==> src/rtl/divide_controller_pkg.sv <==
// Shared types and constants for the EX-stage divide sequencer.
// Operand width is fixed here because the request/result structs depend on it.
package divide_controller_params;

  localparam int DIV_DATA_WIDTH      = 32;
  localparam int DEFAULT_MAX_LATENCY = 64;

  typedef logic [DIV_DATA_WIDTH-1:0] div_word_t;

  typedef enum logic [2:0] {
    IDLE,
    ISSUE,
    WAIT,
    HOLD,
    DRAIN
  } DivideState;

  typedef struct packed {
    logic      is_signed;
    div_word_t dividend;
    div_word_t divisor;
  } DivideRequest;

  typedef struct packed {
    div_word_t quotient;
    div_word_t remainder;
  } DivideResult;

endpackage

==> src/rtl/divide_controller.sv <==
// Sequences one divide at a time through the stream-handshake divider IP,
// holds the result for the IO stage and stalls EX until it is available.
module divide_controller
  import divide_controller_params::*;
#(
  parameter int DATA_WIDTH  = DIV_DATA_WIDTH,
  parameter int MAX_LATENCY = DEFAULT_MAX_LATENCY,
  parameter int COUNT_WIDTH = 7
) (
  input  logic                  clock,
  input  logic                  reset_n,
  input  logic                  request_valid,
  input  logic                  request_signed,
  input  logic [DATA_WIDTH-1:0] dividend,
  input  logic [DATA_WIDTH-1:0] divisor,
  input  logic                  flush,
  input  logic                  result_accept,
  output logic                  ready_go,
  output logic                  result_valid,
  output logic [DATA_WIDTH-1:0] quotient,
  output logic [DATA_WIDTH-1:0] remainder,
  output logic                  div_in_valid,
  output logic                  div_in_signed,
  input  logic                  div_in_ready,
  output logic [DATA_WIDTH-1:0] div_dividend,
  output logic [DATA_WIDTH-1:0] div_divisor,
  input  logic                  div_out_valid,
  input  logic [DATA_WIDTH-1:0] div_out_quotient,
  input  logic [DATA_WIDTH-1:0] div_out_remainder,
  output logic                  timeout_error
);

  if (DATA_WIDTH != DIV_DATA_WIDTH) begin : g_bad_data_width
    $error("DATA_WIDTH must equal divide_controller_params::DIV_DATA_WIDTH");
  end
  if ((2 ** COUNT_WIDTH) <= MAX_LATENCY) begin : g_bad_count_width
    $error("COUNT_WIDTH too small for MAX_LATENCY");
  end

  localparam logic [COUNT_WIDTH-1:0] WD_LIMIT = COUNT_WIDTH'(MAX_LATENCY);
  localparam logic [COUNT_WIDTH-1:0] WD_LAST  = COUNT_WIDTH'(MAX_LATENCY - 1);

  DivideState             state_q;
  DivideRequest           req_q;
  DivideResult            res_q;
  logic                   cancel_q;
  logic                   div_in_valid_q;
  logic                   result_valid_q;
  logic                   ready_go_q;
  logic                   timeout_q;
  logic [COUNT_WIDTH-1:0] wd_q;
  logic [COUNT_WIDTH-1:0] wd_d;

  // Watchdog saturates so a very late response cannot wrap it back to zero.
  always_comb begin
    wd_d = wd_q;
    if (wd_q != WD_LIMIT) wd_d = wd_q + COUNT_WIDTH'(1);
  end

  // NOTE: every register, including the datapath latches, is cleared by the
  // asynchronous reset so all outputs read 0 the moment reset_n falls.
  always_ff @(posedge clock or negedge reset_n) begin
    if (!reset_n) begin
      state_q        <= IDLE;
      req_q          <= '0;
      res_q          <= '0;
      cancel_q       <= 1'b0;
      div_in_valid_q <= 1'b0;
      result_valid_q <= 1'b0;
      ready_go_q     <= 1'b0;
      timeout_q      <= 1'b0;
      wd_q           <= '0;
    end else begin
      // NOTE: sequential state uses non-blocking assignments only, so every
      // branch below sees the pre-edge value of state_q and friends.
      case (state_q)
        IDLE: begin
          if (request_valid && !flush) begin
            req_q.is_signed <= request_signed;
            req_q.dividend  <= dividend;
            req_q.divisor   <= divisor;
            cancel_q        <= 1'b0;
            div_in_valid_q  <= 1'b1;
            state_q         <= ISSUE;
          end
        end
        ISSUE: begin
          // The operand beat cannot be withdrawn, so a flush here only marks
          // the eventual result for discard.
          if (div_in_ready) begin
            div_in_valid_q <= 1'b0;
            cancel_q       <= 1'b0;
            wd_q           <= '0;
            state_q        <= (cancel_q || flush) ? DRAIN : WAIT;
          end else if (flush) begin
            cancel_q <= 1'b1;
          end
        end
        WAIT: begin
          wd_q <= wd_d;
          if (wd_q == WD_LAST) timeout_q <= 1'b1;
          if (flush) begin
            wd_q    <= '0;
            state_q <= div_out_valid ? IDLE : DRAIN;
          end else if (div_out_valid) begin
            res_q.quotient  <= div_out_quotient;
            res_q.remainder <= div_out_remainder;
            result_valid_q  <= 1'b1;
            ready_go_q      <= 1'b1;
            state_q         <= HOLD;
          end
        end
        HOLD: begin
          if (flush || result_accept) begin
            result_valid_q <= 1'b0;
            ready_go_q     <= 1'b0;
            state_q        <= IDLE;
          end
        end
        DRAIN: begin
          wd_q <= wd_d;
          if (wd_q == WD_LAST) timeout_q <= 1'b1;
          if (div_out_valid) state_q <= IDLE;
        end
        default: state_q <= IDLE;
      endcase
    end
  end

  assign ready_go      = ready_go_q;
  assign result_valid  = result_valid_q;
  assign quotient      = res_q.quotient;
  assign remainder     = res_q.remainder;
  assign div_in_valid  = div_in_valid_q;
  assign div_in_signed = req_q.is_signed;
  assign div_dividend  = req_q.dividend;
  assign div_divisor   = req_q.divisor;
  assign timeout_error = timeout_q;

endmodule

==> config.mk <==
export PLATFORM = sky130hd
export DESIGN_NAME = divide_controller
export DESIGN_NICKNAME = d
export VERILOG_FILES = /design/src/rtl/divide_controller_pkg.sv /design/src/rtl/divide_controller.sv
export SDC_FILE = /design/constraint.sdc
export NUM_CORES = 1
export LEC_CHECK = 0
export CAP_MARGIN = 10
export CORE_MARGIN = 3
export CORE_UTILIZATION = 35
export CTS_CLUSTER_DIAMETER = 50
export DETAILED_ROUTE_END_ITERATION = 6
export GPL_TIMING_DRIVEN = 1
export PLACE_DENSITY = 0.82
export SKIP_CTS_REPAIR_TIMING = 1
export SYNTH_ARGS = -nofsm -noshare
export SYNTH_HDL_FRONTEND = slang
export SYNTH_SLANG_ARGS = --single-unit
==> constraint.sdc <==
create_clock -name clock -period 2 [get_ports clock]
set_input_delay 0.4 -clock clock [delete_from_list [all_inputs] [get_ports clock]]
set_output_delay 0.4 -clock clock [all_outputs]
set_load 0.01 [all_outputs]
After elaboration in Yosys (flattened, before gate mapping)
Index checks and enable logic that the tools add are counted.

word-level totals
  bits in registers = 143
  input port bits = 136
  output and inout bits = 133
  logic and storage cells = 68

cells by class
  add/sub/neg operators = 1
  eq/ne operators = 14
  multiplexer cells = 24
  bitwise logic cells = 1
  reductions and logical operators = 17

operators by type and width
  operator                                                               count
  3-bit 2-to-1 mux                                                       8
  7-bit 2-to-1 mux                                                       3
  7-bit one-hot mux with 3 select lines                                  1
  3-bit one-hot mux with 5 select lines                                  1
  2-bit inequality test, second input constant                           6
  3-bit AND reduction                                                    3
  1-bit 2-to-1 mux                                                       8
  7-bit by 1-bit adder with 7-bit output, second input constant          1
  7-bit by 6-bit equality test with 1-bit output, second input constant  1
  7-bit inequality test, second input constant                           1
  3-bit by 2-bit equality test with 1-bit output, second input constant  2
  3-bit inequality test, second input constant                           2
  1-bit one-hot mux with 2 select lines                                  3
  2-bit AND reduction                                                    3
  5-bit AND reduction                                                    1
  4-bit AND reduction                                                    1
  2-bit nonzero test                                                     2
  3-bit by 1-bit equality test with 1-bit output, second input constant  1
  3-bit equality test, second input constant                             1
  3-bit logical NOT                                                      1
  3-bit nonzero test                                                     1
  1-bit logical OR                                                       2
  2-bit OR reduction                                                     1
  1-bit logical AND                                                      1
  other kinds (2)                                                        2

Depth between registers and ports, before layout
Gate-level depths: netlist of run 1.

  depth in word-level cells = 4
  mapped depth = 7
  gate-level depth less buffers = 6

Worst setup path before layout of run 1
OpenSTA, ideal clock, no wires.

  path kind = input to register
  start point = input port flush
  end point = register quotient[12] (netlist name)
  setup time = 0.125 ns
  arrival time = 1.949 ns
  data required time = 1.875 ns
  setup slack = -0.074 ns
  cell stages on the path = 6
  path buffers = 3
  cell sequence = clkbuf_1 > or3b_1 > buf_2 > nor3_4 > buf_6 > mux2_2

on the way
  word-level cells in the longest chain between the ends = 2

RTL lines
  what                           line                     text
  start, declared                divide_controller.sv:16  input logic flush,
  1-bit NOT (no line)            -
  3-bit AND reduction (no line)  -

No other way between the ends.
A chain may end at the register's enable or synchronous reset.

Worst setup path after layout of run 1
  start point = input port flush
  end point = register quotient[7] (netlist name)

on the way
  word-level cells in the longest chain between the ends = 2

RTL lines
  what
  1-bit NOT (no line)
  3-bit AND reduction (no line)

No other way between the ends.

==> run_results.csv, run 1 <==
group,metric,value,unit
outcome,status,"complete, no violations",
clock_tree,cts_buffers,17,
routing,wl_met1,5571,um
power,p_per_area,1500,nW/um2
routing,wl_met3,1656,um
floorplanning,io_pins,269,
placement,pre_cts_ws,-0.3255,ns
synth,synth_edf_count,0,
setup_path,cp.required,2.29,ns
clock_tree,cts_root_buf,"clkbuf_16",
grt,grt_overflow,0,
clock_tree,clkTransAtPathRegs,0.06,ns
synth,synth-seq-cells,143,
clock_tree,cts_buffer_depth,2,
routing,met2WireLength,7706,um
placement,dp_hpwl,11780,um
synth,synth-async-reset-ratio,100.0,%
timing,min_period,1.883,ns
routing,vias_per_cell,4.697,
synth,ys_types,33,
setup_path,critPathArrivalTime,2.18,ns
setup_path,endpoint_kind,"register",
timing,rsz0062_at_grt,"false",
setup_path,cp_cell_sequence,"clkdlybuf4s50_1 > or3b_1 > nor3_4 > buf_12 > buf_12 > mux2_2",
synth,synthesis.area,5664,um2
timing,fmax,531.1,MHz
grt,grt_first_pass_wirelength,24550,um
power,leakagePower,0.004019,uW
run,drv_cap,0,
synth,synth-main-ff-cell,"dfrtp_1",
timing,setup_viol,0,
floorplanning,core-area,15540,um2
setup_path,cp_max_fo,16,
synth,yosys-top-cells-area,"dfrtp_1 (63%), mux2_2 (22%), mux2_1 (4.2%), buf_6 (1.2%), a21oi_1 (0.88%)",
floorplanning,die_w,133.2,um
routing,vias,4199,
setup_path,criticalPathCategory,"input port to register",
floorplanning,die_y,133.2,um
clock_tree,numClockSinks,143,
setup_path,startpoint_type,"input port",
synth,seq_area_frac_synth,63.18,%
timing,fin_crit_sh,94.14,%
setup_path,rrSetupSlack,0.12,ns
placement,place_inst,861,
synth,netlist_instances,371,
power,vdd_drop_max,0.001044,V
synth,netlist.area_leader.share,63.18,%
cells_and_area,fill_cells,1192,
routing,routed_wl,15300,um
timing,relSlewSlack,65.29,%
timing,setup_ws,0.1173,ns
routing,drc,0,
floorplanning,initial_core_util,36.45,%
clock_tree,h-tree-depth,4,
cells_and_area,syn2layout_area_growth,66.36,%
synth,ys_warn_count,0,
cells_and_area,layout-drive-gt1-share,26.21,%
min_path,hold_path.class,"register to register",
synth,yosysTopAreaCell,"dfrtp_1",
timing,hold_viol,0,
placement,port_buffers,268,
cells_and_area,final_nets,808,
routing,drt_pass1_iterations,4,
synth,syn_avg_cell_area,15.27,um2
routing,dr.max_layer_used,"met5",
setup_path,cpPeakStageDelay,0.46,ns
floorplanning,die_area,17750,um2
placement,gp_congestion,0.7857,
timing,tightest_slew,0.5141,ns
cells_and_area,seqCellArea,3578,um2
grt,antenna_found_initial,1,
cells_and_area,instances_no_fill,894,
clock_tree,insertion_delay,0.41,ns
routing,wl_per_cell,17.12,um
routing,drtIter0Drc,95,
setup_path,slowest_stage,"or3b_1",
timing,report.final.slew_viol_count,0,
cells_and_area,num_antenna_cells,0,
routing,postRouteAntennaNets,0,
synth,syn_nets,509,
cells_and_area,multiInputGateArea,1947,um2
setup_path,path_common_cell,"buf_12",
timing,fin_skew,0.007054,ns
floorplanning,row_count,45,
grt,grt_max_degree,52,
grt,grt.total_usage,17.57,%
clock_tree,cts_tree,"built",
grt,grt_pass1_vias,4768,
-- layout make-up --
type                            instances  share of cell area (%)
Multi-Input combinational cell        203                   20.66
Clock buffer                           19                   4.701
Tap cell                              211                   2.802
Inverter                                6                  0.2390
Timing Repair Buffer                  299                   31.91
Clock inverter                         13                   1.713
Sequential cell                       143                   37.98
-- layout by cell type (no fill, tap or decap), types with 2 or more instances in the layout --
cell type          n
clkdlybuf4s50_1  267
dfrtp_1          143
mux2_2           109
buf_4             23
mux2_1            19
clkbuf_16         17
a21oi_1           10
nor2_1             9
nand2_1            7
buf_12             7
inv_1              6
a21o_1             6
o21ai_0            5
nor3_1             4
clkinvlp_4         4
nand2b_1           3
nand3b_1           3
nand3_1            3
a22o_1             3
clkinv_2           3
inv_6              3
bufinv_16          3
mux2_4             2
mux2i_1            2
or2_2              2
nor4bb_1           2
ha_1               2
-- routing by layer --
layer / vias up / GRT usage [%]
met5: - / 0
met1: 2046 / 18.16
met2: 206 / 30.70
met4: 2 / 6.286
li1: 1917 / -
met3: 28 / 8.912
-- cells by family after synthesis --
group | Yosys count | synth area share (%)
AO/OA/AOI/OAI | 28 | 3.358
flip-flops | 143 | 63.18
buffers and inverters | 25 | 2.717
multiplexers | 132 | 26.20
XOR/XNOR | 1 | 0.1547
AND/OR/NAND/NOR | 40 | 3.954
adder cells (fa/ha/maj) | 2 | 0.4417
-- through the flow --
step | area [um2] | power [uW] | TNS [ns] | utilization, % | hold WS (ns)
after global routing | 9423 | 14950 | 0 | 60.64 | 0.4895
after detailed placement | 8808 | 11060 | -29.04 | 56.68 | 0.3472
after floorplan | 5688 | 7396 | -2.115 | - | 0.1044
after global placement | 8808 | 10790 | -23.49 | 56.68 | 0.3418
after CTS | 9413 | 14360 | 0 | 60.57 | -0.09849
final | 9423 | 14140 | 0 | 60.64 | 0.4696
-- Yosys cell counts (3+ instances only) --
master / count
mux2_2: 109
nor3_1: 4
nand2_1: 7
clkbuf_1: 3
o21ai_0: 5
a22o_1: 3
nor2_1: 10
dfrtp_1: 143
inv_1: 6
mux2_1: 21
a21o_1: 6
nand2b_1: 3
buf_6: 6
buf_2: 9
a21oi_1: 10
nand3_1: 3
nand3b_1: 3
-- sequential cells by signal, summed over array words and instances (netlist names) --
signal         flops
cancel_q           1
div_in_valid       1
div_divisor       32
state_q            3
wd_q               7
div_in_signed      1
ready_go           1
div_dividend      32
quotient          32
remainder         32
timeout_error      1
-- critical path, delay by kind of cell --
family | cells | cell delay (ns)
buf+inv | 3 | 0.77
simple gates | 2 | 0.64
mux | 1 | 0.35
-- where the power goes --
| part | internal (uW) | switching, uW | leakage, uW |
|---|---|---|---|
| logic | 3770 | 2230 | 0.00197 |
| clock network | 2000 | 1200 | 0.000286 |
| registers | 4210 | 741 | 0.00177 |
-- path summary, 6_finish.rpt --
kind,from,end,depth (start not counted)
min reg2reg,timeout_error$_DFFE_PN0P_,timeout_error$_DFFE_PN0P_,1
max,flush,quotient[7]$_DFFE_PN0P_,6
max in group asynchronous,reset_n,remainder[20]$_DFFE_PN0P_,3
min,timeout_error$_DFFE_PN0P_,timeout_error$_DFFE_PN0P_,1
max reg2reg,state_q[2]$_DFFE_PN0P_,quotient[7]$_DFFE_PN0P_,5
min in group asynchronous,reset_n,remainder[4]$_DFFE_PN0P_,2
Note: power is estimated with default switching activity, not from simulation.
==> inputs of run 2 (changes only) <==
--- a/config.mk
+++ b/config.mk
@@ -5,7 +5,6 @@
 export SDC_FILE = /design/constraint.sdc
 export NUM_CORES = 1
 export LEC_CHECK = 0
-export CAP_MARGIN = 10
 export CORE_MARGIN = 3
 export CORE_UTILIZATION = 35
 export CTS_CLUSTER_DIAMETER = 50
==> results of run 2 <==
No change in the layout: final DEF, timing and power equal those of run 1.
==> inputs of run 3 (changes only) <==
--- a/config.mk
+++ b/config.mk
@@ -5,12 +5,13 @@
 export SDC_FILE = /design/constraint.sdc
 export NUM_CORES = 1
 export LEC_CHECK = 0
+export ABC_AREA = 1
 export CORE_MARGIN = 3
 export CORE_UTILIZATION = 35
 export CTS_CLUSTER_DIAMETER = 50
 export DETAILED_ROUTE_END_ITERATION = 6
 export GPL_TIMING_DRIVEN = 1
-export PLACE_DENSITY = 0.82
+export PLACE_DENSITY = 0.81
 export SKIP_CTS_REPAIR_TIMING = 1
 export SYNTH_ARGS = -nofsm -noshare
 export SYNTH_HDL_FRONTEND = slang
==> run_results.csv, run 3 <==
group,metric,value,unit
synth,netlist_instances,684,
clock_tree,cts_buffer_depth,2,
synth,ys_types,24,
grt,grt_first_pass_wirelength,25850,um
timing,hold_viol,0,
timing,fmax,549.0,MHz
floorplanning,io_pins,269,
timing,min_period,1.822,ns
grt,grt_max_degree,79,
cells_and_area,num_antenna_cells,0,
grt,antenna_found_initial,1,
power,vdd_drop_max,0.0007353,V
timing,relSlewSlack,65.61,%
synth,yosysTopAreaCell,"dfrtp_1",
timing,holdWs,0.4203,ns
setup_path,critPathArrivalTime,1.42,ns
cells_and_area,stdcell_area,9489,um2
synth,netlist.area_leader.share,59.61,%
routing,drc,0,
synth,syn_nets,822,
power,p_per_area,1426,nW/um2
clock_tree,insertion_delay,0.41,ns
clock_tree,cts_buffers,17,
routing,routed_wl,16990,um
setup_path,endpoint_kind,"primary output",
min_path,hold_path_depth,3,
routing,vias,5381,
cells_and_area,final_nets,1089,
timing,report.final.slew_viol_count,0,
setup_path,cpPeakStageDelay,0.62,ns
min_path,hold_path.class,"input port to register",
floorplanning,initial_core_util,35.95,%
cells_and_area,seqCellArea,3578,um2
timing,setup_viol,0,
cells_and_area,layout_commonest_cell,"clkdlybuf4s50_1",
synth,ys_warn_count,0,
synth,seq_area_frac_synth,59.61,%
synth,synth-async-reset-ratio,100.0,%
floorplanning,die_w,137.0,um
clock_tree,h-tree-depth,4,
routing,vias_per_cell,4.545,
cells_and_area,instances_no_fill,1184,
synth,yosysMostFrequentCell,"nand2_1",
setup_path,cp_cell_sequence,"clkdlybuf4s50_1",
routing,drtIter0Drc,192,
timing,tns,0,ns
timing,rsz0062_at_grt,"false",
setup_path,critical_path.top_delay_family,"buffers and inverters",
placement,port_buffers,268,
synth,yosys-top-cells-area,"dfrtp_1 (60%), nand2_1 (15%), nand3_1 (6.9%), o21ai_0 (5.1%), inv_1 (5.1%)",
setup_path,reg2regPathDepth,6,
floorplanning,row_count,47,
routing,drt_pass1_iterations,6,
placement,place_area,8907,um2
clock_tree,cts_root_buf,"clkbuf_16",
synth,synthesis.area,6003,um2
power,leakagePower,0.004686,uW
timing,tightest_slew,0.5124,ns
cells_and_area,fill_cells,1481,
clock_tree,clkTransAtPathRegs,0.06,ns
setup_path,cp.depth,1,
setup_path,rrSetupSlack,0.44,ns
synth,synthTopCellsByCount,"nand2_1 (237), dfrtp_1 (143), nand3_1 (83), inv_1 (81), o21ai_0 (61)",
clock_tree,cts_tree,"built",
setup_path,slowest_stage,"clkdlybuf4s50_1",
grt,grt_pass1_vias,5257,
cells_and_area,final_cell_mix,"clkdlybuf4s50_1 (266), nand2_1 (236), dfrtp_1 (143)",
outcome,status,"complete, no violations",
cells_and_area,layout-drive-gt1-share,6.120,%
cells_and_area,multiInputGateArea,1853,um2
grt,grt.total_usage,17.58,%
placement,place_inst,1151,
floorplanning,die_y,137.0,um
setup_path,cp_max_fo,3,
synth,synth-seq-cells,143,
synth,synth-main-ff-cell,"dfrtp_1",
grt,grt_overflow,0,
timing,fin_skew,0.006429,ns
routing,postRouteAntennaNets,0,
setup_path,critPathBufInv,1,
run,drv_cap,0,
timing,fin_crit_sh,91.08,%
timing,setup_ws,0.1784,ns
cells_and_area,syn2layout_area_growth,58.07,%
setup_path,criticalPathCategory,"register to primary output",
routing,wl_per_cell,14.35,um
setup_path,startpoint_type,"register",
clock_tree,numClockSinks,143,
floorplanning,die_area,18760,um2
setup_path,cp.required,1.60,ns
placement,pre_cts_ws,0.09030,ns
placement,gp_congestion,0.8544,
synth,syn_avg_cell_area,8.777,um2
synth,synth_edf_count,0,
floorplanning,core-area,16700,um2
placement,dp_hpwl,12500,um
-- run 3: worst paths after layout --
check                                     startpoint                         to
setup / recovery                ready_go$_DFFE_PN0P_               result_valid
hold / removal                         div_out_valid  remainder[18]$_DFFE_PN0P_
setup reg to reg              state_q[0]$_DFFE_PN0P_        wd_q[6]$_DFFE_PN0P_
hold reg to reg            timeout_error$_DFFE_PN0P_  timeout_error$_DFFE_PN0P_
max in group asynchronous                    reset_n   remainder[3]$_DFFE_PN0P_
min in group asynchronous                    reset_n  remainder[14]$_DFFE_PN0P_
-- run 3: layout make-up --
cell class | instances | share of cell area [%]
tap | 220 | 2.901
sequential | 143 | 37.71
clock inverter | 13 | 1.358
multi-input combinational | 419 | 19.53
clock buffer | 19 | 4.668
inverter | 83 | 3.283
timing repair buffer | 287 | 30.55
-- run 3: cells by family after synthesis --
kind of cell | share of synthesized area, %
fa+ha+maj | 0.4168
buf+inv | 9.712
simple gates | 23.47
xor+xnor | 0.2918
compound gates | 6.503
flops | 59.61
-- run 3: report_power, final --
part	switching, uW	internal, uW
combinational	2520	3010
clock	1290	1770
sequential	770	4170
-- run 3: metal layers --
layer | wire length [um] | vias to the layer above | GRT usage [%]
li1 | - | 2662 | -
met5 | 13 | - | 0
met1 | 6694 | 2471 | 19.83
met3 | 2232 | 22 | 10.00
met4 | 358 | 2 | 5.710
met2 | 7691 | 224 | 28.15
-- run 3: metrics by stage --
step / total power [uW] / util [%]
4_1_cts: 13740 / 56.76
2_1_floorplan: 7184 / -
3_5_place_dp: 10570 / 53.33
3_3_place_gp: 10440 / 53.33
6_report: 13530 / 56.82
5_1_grt: 14510 / 56.82
